### src/rtl/tdm_demux.sv
// Receive side of the slot-multiplexed link: splits one TDM lane back into N_CH
// held channel registers, with frame lock tracking and framing-error reporting.
module tdm_demux #(
    parameter int unsigned N_CH = 4,
    parameter int unsigned DW   = 8
) (
    input  logic               clk,
    input  logic               rst,
    input  logic [DW-1:0]      din,
    input  logic               din_vld,
    input  logic               din_sof,
    output logic [N_CH*DW-1:0] ch_data,
    output logic [N_CH-1:0]    ch_upd,
    output logic               frame_done,
    output logic               frame_err,
    output logic               locked
);

    localparam int unsigned    CW   = $clog2(N_CH);
    localparam logic [CW-1:0]  LAST = CW'(N_CH - 1);
    localparam logic [CW-1:0]  ONE  = CW'(1);

    typedef enum logic [1:0] {
        Hunt,
        Recv,
        Wait
    } state_t;

    state_t        state;
    logic [CW-1:0] slot_cnt;

    always_ff @(posedge clk or posedge rst) begin
        if (rst) begin
            state      <= Hunt;
            slot_cnt   <= '0;
            ch_data    <= '0;
            ch_upd     <= '0;
            frame_done <= 1'b0;
            frame_err  <= 1'b0;
            locked     <= 1'b0;
        end else begin
            ch_upd     <= '0;
            frame_done <= 1'b0;
            frame_err  <= 1'b0;
            if (din_vld) begin
                case (state)
                    Hunt: begin
                        // Non-SOF slots are dropped silently until a frame start is seen.
                        if (din_sof) begin
                            ch_data[0 +: DW] <= din;
                            ch_upd[0]        <= 1'b1;
                            slot_cnt         <= ONE;
                            state            <= Recv;
                        end
                    end
                    Recv: begin
                        if (din_sof) begin
                            // Early SOF restarts the frame; earlier channel writes stand.
                            frame_err        <= 1'b1;
                            locked           <= 1'b0;
                            ch_data[0 +: DW] <= din;
                            ch_upd[0]        <= 1'b1;
                            slot_cnt         <= ONE;
                        end else begin
                            ch_data[int'(slot_cnt)*DW +: DW] <= din;
                            ch_upd[slot_cnt]                 <= 1'b1;
                            if (slot_cnt == LAST) begin
                                frame_done <= 1'b1;
                                locked     <= 1'b1;
                                slot_cnt   <= '0;
                                state      <= Wait;
                            end else begin
                                slot_cnt <= slot_cnt + ONE;
                            end
                        end
                    end
                    Wait: begin
                        if (din_sof) begin
                            ch_data[0 +: DW] <= din;
                            ch_upd[0]        <= 1'b1;
                            slot_cnt         <= ONE;
                            state            <= Recv;
                        end else begin
                            frame_err <= 1'b1;
                            locked    <= 1'b0;
                            state     <= Hunt;
                        end
                    end
                    default: begin
                        state    <= Hunt;
                        slot_cnt <= '0;
                    end
                endcase
            end
        end
    end

endmodule

### config.mk
export PLATFORM = sky130hd
export DESIGN_NAME = tdm_demux
export DESIGN_NICKNAME = d
export VERILOG_FILES = /design/src/rtl/tdm_demux.sv
export SDC_FILE = /design/constraint.sdc
export NUM_CORES = 1
export LEC_CHECK = 0
export ABC_AREA = 1
export BUFFER_PORTS_ARGS = -buffer_cell sky130_fd_sc_hd__buf_2
export CAP_MARGIN = 20
export CORE_MARGIN = 8
export CORE_UTILIZATION = 45
export DETAILED_ROUTE_END_ITERATION = 10
export GPL_ROUTABILITY_DRIVEN = 0
export MAX_ROUTING_LAYER = met4
export PLACE_DENSITY = 0.69
export REMOVE_ABC_BUFFERS = 1
export SLEW_MARGIN = 10
export SYNTH_ARGS = -nofsm -noshare
export SYNTH_HDL_FRONTEND = slang
export SYNTH_SLANG_ARGS = --single-unit
### constraint.sdc
create_clock -name clk -period 4.8 [get_ports clk]
set_input_delay 0.48 -clock clk [delete_from_list [all_inputs] [get_ports clk]]
set_output_delay 0.48 -clock clk [all_outputs]
set_load 0.005 [all_outputs]
==> summary.md, run 1 <==
| Metric | Value |
|---|---|
| Outcome | finished, final reports clean |
| Initial antenna violation count | 0 |
| DR vias/cell | between 4 and 5 |
| Post-Syn Area | around 2100 sq um |
| Initial core utilization | approximately 47% |
| Yosys reg bits | 42 |
| Top-area cell type share of the netlist area | approximately half |
| Fin cells | roughly 330 |
| Largest net degree at the start of global routing | 43 |
| Metal3 WL | 249 um |
| Synth warn | 0 |
| Ys async rst share | 100% |
| Post-CTS Setup Bufs | 0 |
| Root Driver | clkbuf_8 |
| Setup_tns | 0 ns |
| Area Overhead vs Synth | 15.8% |
| PD cells | between 500 and 600 nW/um^2 |
| Fillers | 420 |
| Comb pwr share | between 30 and 40% |
| Row Count | 24 |
| Reg-to-reg endpoint | ch_data[17] |
| Max-slew headroom | approximately 65% |
| CTS tree | done |
| P_leak | ~1.3 nW |
| Most common cell on crit path | inv_1 |
| Switching Power | roughly 470 uW |
| Synth Area per Inst | just over 9 sq um |
| Post-synth EDFFs | 0 |
| CP bufs+invs | 2 |
| Family with the most delay on the worst path | flip-flops |
| Final net count | about 290 |
| # Max-Cap Violations | 0 |
| IO Port Bufs | 50 |
| Clk buf depth | 2 |
| Gr ovfl total | 0 |
| # hold bufs at CTS | 0 |
| Tcrit/Tclk final | between 40% and 50% |
| Power share of the clock group | between 10% and 20% |
| First-pass GRT wire length | 7600 um |
| Worst setup EP type | flop |
| Least-Margin Pin Slew | between 0.5 and 0.6 ns |
| Synth top area cells | dfrtp_1, nand2_1, o21ai_2 |
| WL met2 | ~2200 um |
| Post-cts resize count | 0 |
| Reg2reg setup slack | around 2.8 ns |
| Register area share after synthesis | between 50% and 60% |
| Detailed Route Iter0 Violations | 85 |
| Highest Signal Layer | met4 |
| CP peak stage delay | around 0.63 ns |
| Clock latency on the worst-skew pair | between 0.2 and 0.3 ns |
| CTS Buf Count | 5 |
| Synth Instances | about 220 |
| Inst Count DP | around 320 |
| CP required | between 5 and 6 ns |
| Final hold vios | 0 |
| Crit Reg-Reg Startpoint | slot_cnt[0] |
| Sw Share | between 30% and 40% |
| Area occupied by multi-input gates | 881 sq um |
| CTS H-tree depth | 2 |
| Routed WL | 4330 um |
| Clock skew | roughly 0.0027 ns |
| Number of antenna diodes | 0 |
| Via Count | around 1500 |
| Post-DP HPWL | between 3000 and 4000 um |
| Leading area contributor after synthesis | dfrtp_1 |
| Final setup vio count | 0 |
| Count of clock tree sinks | 42 |
| VDD IR max | approximately 230 uV |
| M1 WL | ~1800 um |
| Post-DP Area | about 2300 sq um |
| Pre-antenna DRT Iters | 4 |
| Worst-path clk slew | around 0.070 ns |
| Design internal power | between 700 and 800 uW |
| Die X | roughly 84 um |
| Hold Path Class | input pin to async pin |
| Die area | slightly above 7000 sq um |
| Worst R2R Path Depth | 6 |
| Final Max Tran Viols | 0 |
| Fmax | roughly 500 MHz |
| Height of the die | roughly 84 um |
| Worst Path Arrival | around 2.2 ns |
| Sequential share of power | approximately 43% |
| Worst path cell trace | inv_1 > ha_1 > inv_1 > nor3_2 > nand2_1 > o21ai_2 |
| Min Tclk post-route | between 2 and 2.5 ns |
| Ports | 51 |
| CP max FO | 15 |
| RSZ-0062 raised after global routing | false |
| Reg area | around 1100 sq um |
| Synth Flop Type | dfrtp_1 |
| Slowest CP cell | dfrtp_1 |
| Total GRT Usage | 13.3% |
| Post-route antenna net violation count | 0 |
| Residual DRC | 0 |
| Critical path launch point type | flop |
| Fraction of layout cells with a size suffix above 1 | 35.0% |
| Core ar. | 4410 sq um |
| Final Instance Area | around 2400 sq um |
| Wire length per cell | roughly 13 um |
| Crit path kind | flop to flop |
| Distinct cell type count after synthesis | 21 |
| Vias in the first global route | approximately 1600 |
## tightest hold or removal path, delay by kind of cell
family,cells,cell delay (ns)
buf+inv,3,0.57
## final cells by class
class                           count  area share, %
Clock buffer                        7           3.17
Inverter                           21           3.27
Multi-Input combinational cell    153           36.6
Sequential cell                    42           43.6
Tap cell                           52           2.70
Timing Repair Buffer               51           10.7
## logic make-up after synthesis
kind of cell	share of synthesized area, %
flip-flops	50.5
AO/OA/AOI/OAI	14.2
AND/OR/NAND/NOR	24.5
buffers and inverters	7.16
adder cells (fa/ha/maj)	3.61
## routing by layer
metal,track usage [%],vias up
met5,-,-
met1,14.4,702
met2,22.1,31
met4,4.24,0
met3,4.88,7
li1,-,804
## placed cells by master (no fill, tap or decap)
| cell type | Yosys | final |
|---|---|---|
| nand2_1 | 84 | 84 |
| buf_2 | 2 | 50 |
| dfrtp_1 | 42 | 42 |
| o21ai_2 | 26 | 26 |
| inv_1 | 19 | 19 |
| nor2_1 | 8 | 8 |
| o21ai_0 | 8 | 8 |
| ha_1 | 6 | 6 |
| nand2_2 | 5 | 5 |
| clkbuf_8 | 0 | 5 |
| nand4_4 | 3 | 3 |
| inv_2 | 2 | 2 |
| nor2_2 | 2 | 2 |
| a21oi_1 | 2 | 2 |
| nand3b_1 | 2 | 2 |
| nand4_1 | 2 | 2 |
| o21ai_1 | 2 | 2 |
| clkbuf_1 | 0 | 2 |
| nor2_8 | 1 | 1 |
| nor3_2 | 1 | 1 |
| o21a_1 | 1 | 1 |
| buf_4 | 2 | 1 |
## through the flow
step | power [mW] | hold slack, ns | setup slack (ns) | utilization (%)
4_1_cts | 1.23 | 0.328 | 2.79 | 54.6
6_report | 1.21 | 0.312 | 2.79 | 54.6
2_1_floorplan | 0.839 | 0.465 | 3.12 | -
3_5_place_dp | 1.01 | 0.459 | 2.81 | 52.9
5_1_grt | 1.32 | 0.357 | 2.60 | 54.6
3_3_place_gp | 1.00 | 0.456 | 2.88 | 52.9
## state kept, by name, summed over array words and instances, names as in the netlist
register / flops
frame_err: 1
ch_upd: 4
locked: 1
slot_cnt: 2
ch_data: 32
state: 2
## worst max-delay path by stage
stage                     cells after the start         from          end
after CTS                                     6  slot_cnt[0]  ch_data[17]
after global routing                          6  slot_cnt[0]  ch_data[13]
final                                         6  slot_cnt[0]  ch_data[17]
after detailed placement                      6  slot_cnt[0]  ch_data[11]
after floorplan                               6  slot_cnt[0]  ch_data[10]
after global placement                        6  slot_cnt[0]  ch_data[17]
## power by group through the flow
stage	combinational, mW	sequential (mW)	clock, mW
global route	0.544	0.539	0.233
finish	0.474	0.523	0.210
CTS	0.486	0.524	0.218
global placement	0.477	0.524	0
floorplan	0.309	0.531	0
detailed placement	0.484	0.530	0
## cells in the mapped netlist, types with 2 or more instances
cell type,n
nand4_4,3
buf_4,2
dfrtp_1,42
inv_1,19
o21ai_0,8
inv_2,2
buf_2,2
o21ai_1,2
ha_1,6
a21oi_1,2
nand2_2,5
buf_6,4
nor2_2,2
nand3b_1,2
nand2_1,84
nand4_1,2
nor2_1,8
o21ai_2,26
No activity file was read; power rests on OpenSTA's default activity.
==> inputs of run 2 (changes only) <==
==> constraint.sdc (replaced) <==
create_clock -name clk -period 2 [get_ports clk]
set_input_delay 0.2 -clock clk [delete_from_list [all_inputs] [get_ports clk]]
set_output_delay 0.2 -clock clk [all_outputs]
set_load 0.005 [all_outputs]
==> summary.md, run 2 (same netlist as run 1, synthesis figures left out) <==
| Metric | Value |
|---|---|
| Comb pwr share | 40.2% |
| Min Tclk post-route | ~1.7 ns |
| Most common cell on crit path | inv_1 |
| Total GRT Usage | between 10% and 20% |
| Pre-antenna DRT Iters | 4 |
| Core ar. | around 4400 sq um |
| CP peak stage delay | 0.40 ns |
| Largest net degree at the start of global routing | 43 |
| Most common cell after layout, fill and taps aside | nand2_1 |
| Die X | ~84 um |
| P_leak | 1.34 nW |
| Largest Register | ch_data |
| Routed WL | around 4300 um |
| Height of the die | between 80 and 90 um |
| Gr ovfl total | 0 |
| Initial core utilization | about 47% |
| Final Max Tran Viols | 0 |
| CTS tree | done |
| Max FFs per register | 32 |
| # hold bufs at CTS | 0 |
| Final net count | just under 300 |
| Sw Share | about two fifths |
| Root Driver | clkbuf_8 |
| Die area | between 7000 and 8000 sq um |
| Fraction of layout cells with a size suffix above 1 | a little over a third |
| PD cells | 1220 nW/um^2 |
| # Max-Cap Violations | 0 |
| CTS Buf Count | 5 |
| Wire length per cell | about 13 um |
| Hold Path Class | input pin to async pin |
| Setup_tns | 0 ns |
| CTS H-tree depth | 2 |
| CP bufs+invs | 2 |
| First-pass GRT wire length | 7470 um |
| Clock latency on the worst-skew pair | ~0.28 ns |
| Crit path kind | flop to flop |
| RSZ-0062 raised after global routing | false |
| Clock skew | 0.00212 ns |
| Ports | approximately 50 |
| Final setup vio count | 0 |
| Initial antenna violation count | 0 |
| Power share of the clock group | ~19% |
| Row Count | 24 |
| Post-CTS Setup Bufs | 0 |
| Sequential share of power | about two fifths |
| Final hold vios | 0 |
| Family with the most delay on the worst path | simple AND/OR/NAND/NOR gates |
| Biggest regs | ch_data x32, ch_upd x4 |
| Residual DRC | 0 |
| Least-Margin Pin Slew | between 0.5 and 0.6 ns |
| IO Port Bufs | 50 |
| Worst Path Arrival | ~1.9 ns |
| Via Count | around 1600 |
| Worst-path clk slew | ~0.08 ns |
| Slowest CP cell | dfrtp_1 |
| Worst setup EP type | flop |
| Tcrit/Tclk final | 83.3% |
| Most frequent cells in the layout | nand2_1, buf_2, dfrtp_1 |
| Switching Power | 1.15 mW |
| Area Overhead vs Synth | 17.3% |
| CP max FO | 8 |
| CP required | between 2 and 2.5 ns |
| Post-cts resize count | 0 |
| Worst hold slack | 0.0297 ns |
| Worst path cell trace | inv_1 > ha_1 > inv_1 > nor2_1 > nand2_1 > o21ai_2 |
| Count of clock tree sinks | 42 |
| Detailed Route Iter0 Violations | 85 |
| DR vias/cell | between 4 and 5 |
| Vias in the first global route | between 1500 and 2000 |
| VDD IR max | roughly 600 uV |
| Clk buf depth | 2 |
| Design internal power | 1.82 mW |
| Outcome | finished, final reports clean |
| Critical path launch point type | flop |
| Number of antenna diodes | 0 |
| Post-DP HPWL | approximately 3200 um |
| Max-slew headroom | around 65% |
| Fmax | 600 MHz |
| Post-route antenna net violation count | 0 |
==> run 2: cell count changes in the layout (fill, tap and decap cells not counted) <==
cell,before,now
clkbuf_1,2,1
clkinv_2,0,1
buf_4,1,3
clkbuf_8,5,6
==> run 2: power by group through the flow <==
| stage | registers [mW] | clock network, mW | logic (mW) |
|---|---|---|---|
| 2_1_floorplan | 1.27 | 0 | 0.740 |
| 3_3_place_gp | 1.24 | 0 | 1.20 |
| 3_5_place_dp | 1.24 | 0 | 1.22 |
| 4_1_cts | 1.23 | 0.579 | 1.22 |
| 5_1_grt | 1.26 | 0.606 | 1.37 |
| 6_report | 1.23 | 0.549 | 1.19 |
==> run 2: worst reg2reg max path, stage by stage (launching register included) <==
cell and delay, ns:
dfrtp_1 0.40, inv_1 0.10, ha_1 0.34, inv_1 0.08
nor2_1 0.39, nand2_1 0.13, o21ai_2 0.15
==> run 2: metal layers <==
| layer | wire, um | GRT usage [%] | vias to the layer above |
|---|---|---|---|
| met5 | 0 | - | - |
| met4 | 80 | 5.81 | 0 |
| met3 | 258 | 4.79 | 8 |
| met2 | 2090 | 21.1 | 39 |
| met1 | 1870 | 14.4 | 710 |
| li1 | - | - | 810 |
==> run 2: stage by stage <==
| stage | total power, mW | setup WS [ns] | utilization, % | cells | instance area [sq um] |
|---|---|---|---|---|---|
| 2_1_floorplan | 2.01 | 0.321 | - | 216 | 2010 |
| 3_3_place_gp | 2.44 | 0.418 | 53.2 | 321 | 2350 |
| 3_5_place_dp | 2.46 | 0.339 | 53.2 | 321 | 2350 |
| 4_1_cts | 3.03 | 0.303 | 55.3 | 329 | 2440 |
| 5_1_grt | 3.24 | 0.108 | 55.3 | 329 | 2440 |
| 6_report | 2.97 | 0.334 | 55.3 | 329 | 2440 |
==> run 2: path summary, 6_finish.rpt <==
check                            startpoint          end  cells after the start  slack (ns)
worst max-delay path            slot_cnt[1]  ch_data[15]                      6        0.33
worst min-delay path                    rst    frame_err                      3        0.03
worst max register to register  slot_cnt[1]  ch_data[15]                      6        0.33
worst min register to register       locked       locked                      2        0.48
max in group asynchronous               rst  ch_data[10]                      3        1.60
min in group clk                     din[1]   ch_data[1]                      3        0.18
==> run 2: area by class of cell <==
| cell class | count | area (sq um) |
|---|---|---|
| fill | 439 | 1970 |
| timing repair buffer | 53 | 273 |
| tap | 52 | 65.1 |
| inverter | 21 | 78.8 |
| clock buffer | 7 | 86.3 |
| multi-input combinational | 153 | 881 |
| sequential | 42 | 1050 |
| clock inverter | 1 | 5.00 |
==> inputs of run 3 (changes only) <==
==> constraint.sdc (replaced) <==
create_clock -name clk -period 1.7 [get_ports clk]
set_input_delay 0.17 -clock clk [delete_from_list [all_inputs] [get_ports clk]]
set_output_delay 0.17 -clock clk [all_outputs]
set_load 0.005 [all_outputs]
==> summary.md, run 3 (same netlist as run 1, synthesis figures left out) <==
| Metric | Value |
|---|---|
| Count of clock tree sinks | 42 |
| Worst setup EP type | flop |
| Wire length per cell | approximately 14 um |
| Final hold vios | 0 |
| Clock latency on the worst-skew pair | 0.29 ns |
| Critical path launch point type | flop |
| DR vias/cell | 4.87 |
| Detailed Route Iter0 Violations | 139 |
| Setup_tns | 0 ns |
| Final Max Tran Viols | 0 |
| Overall power | ~3.5 mW |
| Worst Path Arrival | roughly 1.8 ns |
| P_leak | ~1.3 nW |
| Biggest regs | ch_data x32, ch_upd x4 |
| IO Port Bufs | 50 |
| CP required | around 1.9 ns |
| Total GRT Usage | a little over an eighth |
| Worst R2R Path Depth | 7 |
| CTS tree | done |
| Fraction of layout cells with a size suffix above 1 | 37.4% |
| Reg2reg setup slack | approximately 0.16 ns |
| Root Driver | clkbuf_8 |
| Routed WL | about 4500 um |
| Least-Margin Pin Slew | 0.526 ns |
| Crit Reg-Reg Startpoint | slot_cnt[1] |
| Initial antenna violation count | 0 |
| Largest Register | ch_data |
| Final setup vio count | 0 |
| Post-route antenna net violation count | 0 |
| Max-slew headroom | roughly 65% |
| CTS H-tree depth | 2 |
| Initial core utilization | 47.1% |
| Max FFs per register | 32 |
| Clk buf depth | 2 |
| Most frequent cells in the layout | nand2_1, buf_2, dfrtp_1 |
| # Max-Cap Violations | 0 |
| PD cells | ~1400 nW/um^2 |
| Pre-antenna DRT Iters | 4 |
| Vias in the first global route | 1685 |
| Tcrit/Tclk final | about nine tenths |
| Post-Route Utilization | 55.4% |
| Largest net degree at the start of global routing | 43 |
| Row Count | 24 |
| Worst-path clk slew | 0.08 ns |
| Die area | ~7100 sq um |
| CTS Buf Count | 5 |
| Post-DP HPWL | between 3000 and 4000 um |
| CP max FO | 8 |
| Reg-to-reg endpoint | ch_data[18] |
| Die X | around 84 um |
| Final net count | slightly below 300 |
| First-pass GRT wire length | between 7000 and 8000 um |
| VDD IR max | between 800 and 900 uV |
| Core ar. | approximately 4400 sq um |
| Gr ovfl total | 0 |
| Outcome | finished, final reports clean |
| Most common cell after layout, fill and taps aside | nand2_1 |
| Ports | 51 |
| Number of antenna diodes | 0 |
| Min Tclk post-route | roughly 1.5 ns |
| Residual DRC | 0 |
| # hold bufs at CTS | 0 |
| Area Overhead vs Synth | 17.6% |
| Fmax | approximately 650 MHz |
| Clock skew | around 0.003 ns |
| Hold Path Class | input pin to async pin |
| Height of the die | approximately 84 um |
| Via Count | around 1600 |
| Crit path kind | flop to flop |
| RSZ-0062 raised after global routing | false |
-- run 3: cell count changes in the layout (fill, tap and decap cells not counted) --
cell / change
buf_4: +2
clkbuf_1: -1
clkbuf_8: -1
clkinv_2: +1
dfrtp_1: -1
dfrtp_2: +1
nand2_1: -1
nand2_2: +1
-- run 3: through the flow --
step	hold slack [ns]	worst slack (ns)	instances	area, sq um
final	0.00234	0.165	330	2450
after global routing	0.0732	0.0202	330	2450
after CTS	0.0333	0.0732	330	2440
after detailed placement	0.350	0.0981	323	2360
after global placement	0.336	0.210	323	2360
after floorplan	0.266	0.0213	216	2010
-- run 3: how the worst max path moves through the flow --
stage | from | to | slack [ns] | depth (start not counted)
floorplan | slot_cnt[0] | ch_data[10] | 0.02 | 6
global placement | slot_cnt[0] | ch_data[2] | 0.21 | 7
detailed placement | slot_cnt[0] | ch_data[2] | 0.1 | 7
CTS | slot_cnt[0] | ch_data[2] | 0.07 | 7
global route | slot_cnt[1] | ch_data[17] | 0.02 | 7
finish | slot_cnt[1] | ch_data[18] | 0.16 | 7
-- run 3: repair_timing --
| item | CTS | global route |
|---|---|---|
| setup buffers | 0 | 0 |
| endpoints found under the hold margin | 0 | 0 |
| setup endpoints to repair | 0 | 17 |
| gates resized for setup | 0 | 2 |
-- run 3: critical path, cell delays in order (launching register included) --
cell	delay (ns)
dfrtp_1	0.42
inv_1	0.12
ha_1	0.36
inv_1	0.08
nor3_2	0.09
buf_4	0.18
nand2_1	0.08
o21ai_2	0.12
-- run 3: power by group --
part	switching, mW	total (mW)	internal (mW)
clock network	0.323	0.598	0.276
logic	0.881	1.46	0.583
registers	0.186	1.46	1.28
total	1.39	3.53	2.14
-- run 3: cell type report --
class	count	area, sq um
clock buffer	5	68.8
clock inverter	2	10.0
fill	445	1970
inverter	21	78.8
multi-input combinational	153	883
sequential	42	1050
tap	52	65.1
timing repair buffer	55	288
-- run 3: routing by layer --
layer	wire length [um]	up-vias	track usage [%]
met5	0	-	-
met4	29	0	4.71
met3	256	4	3.81
met2	2290	37	23.6
met1	1900	754	14.7
li1	-	811	-
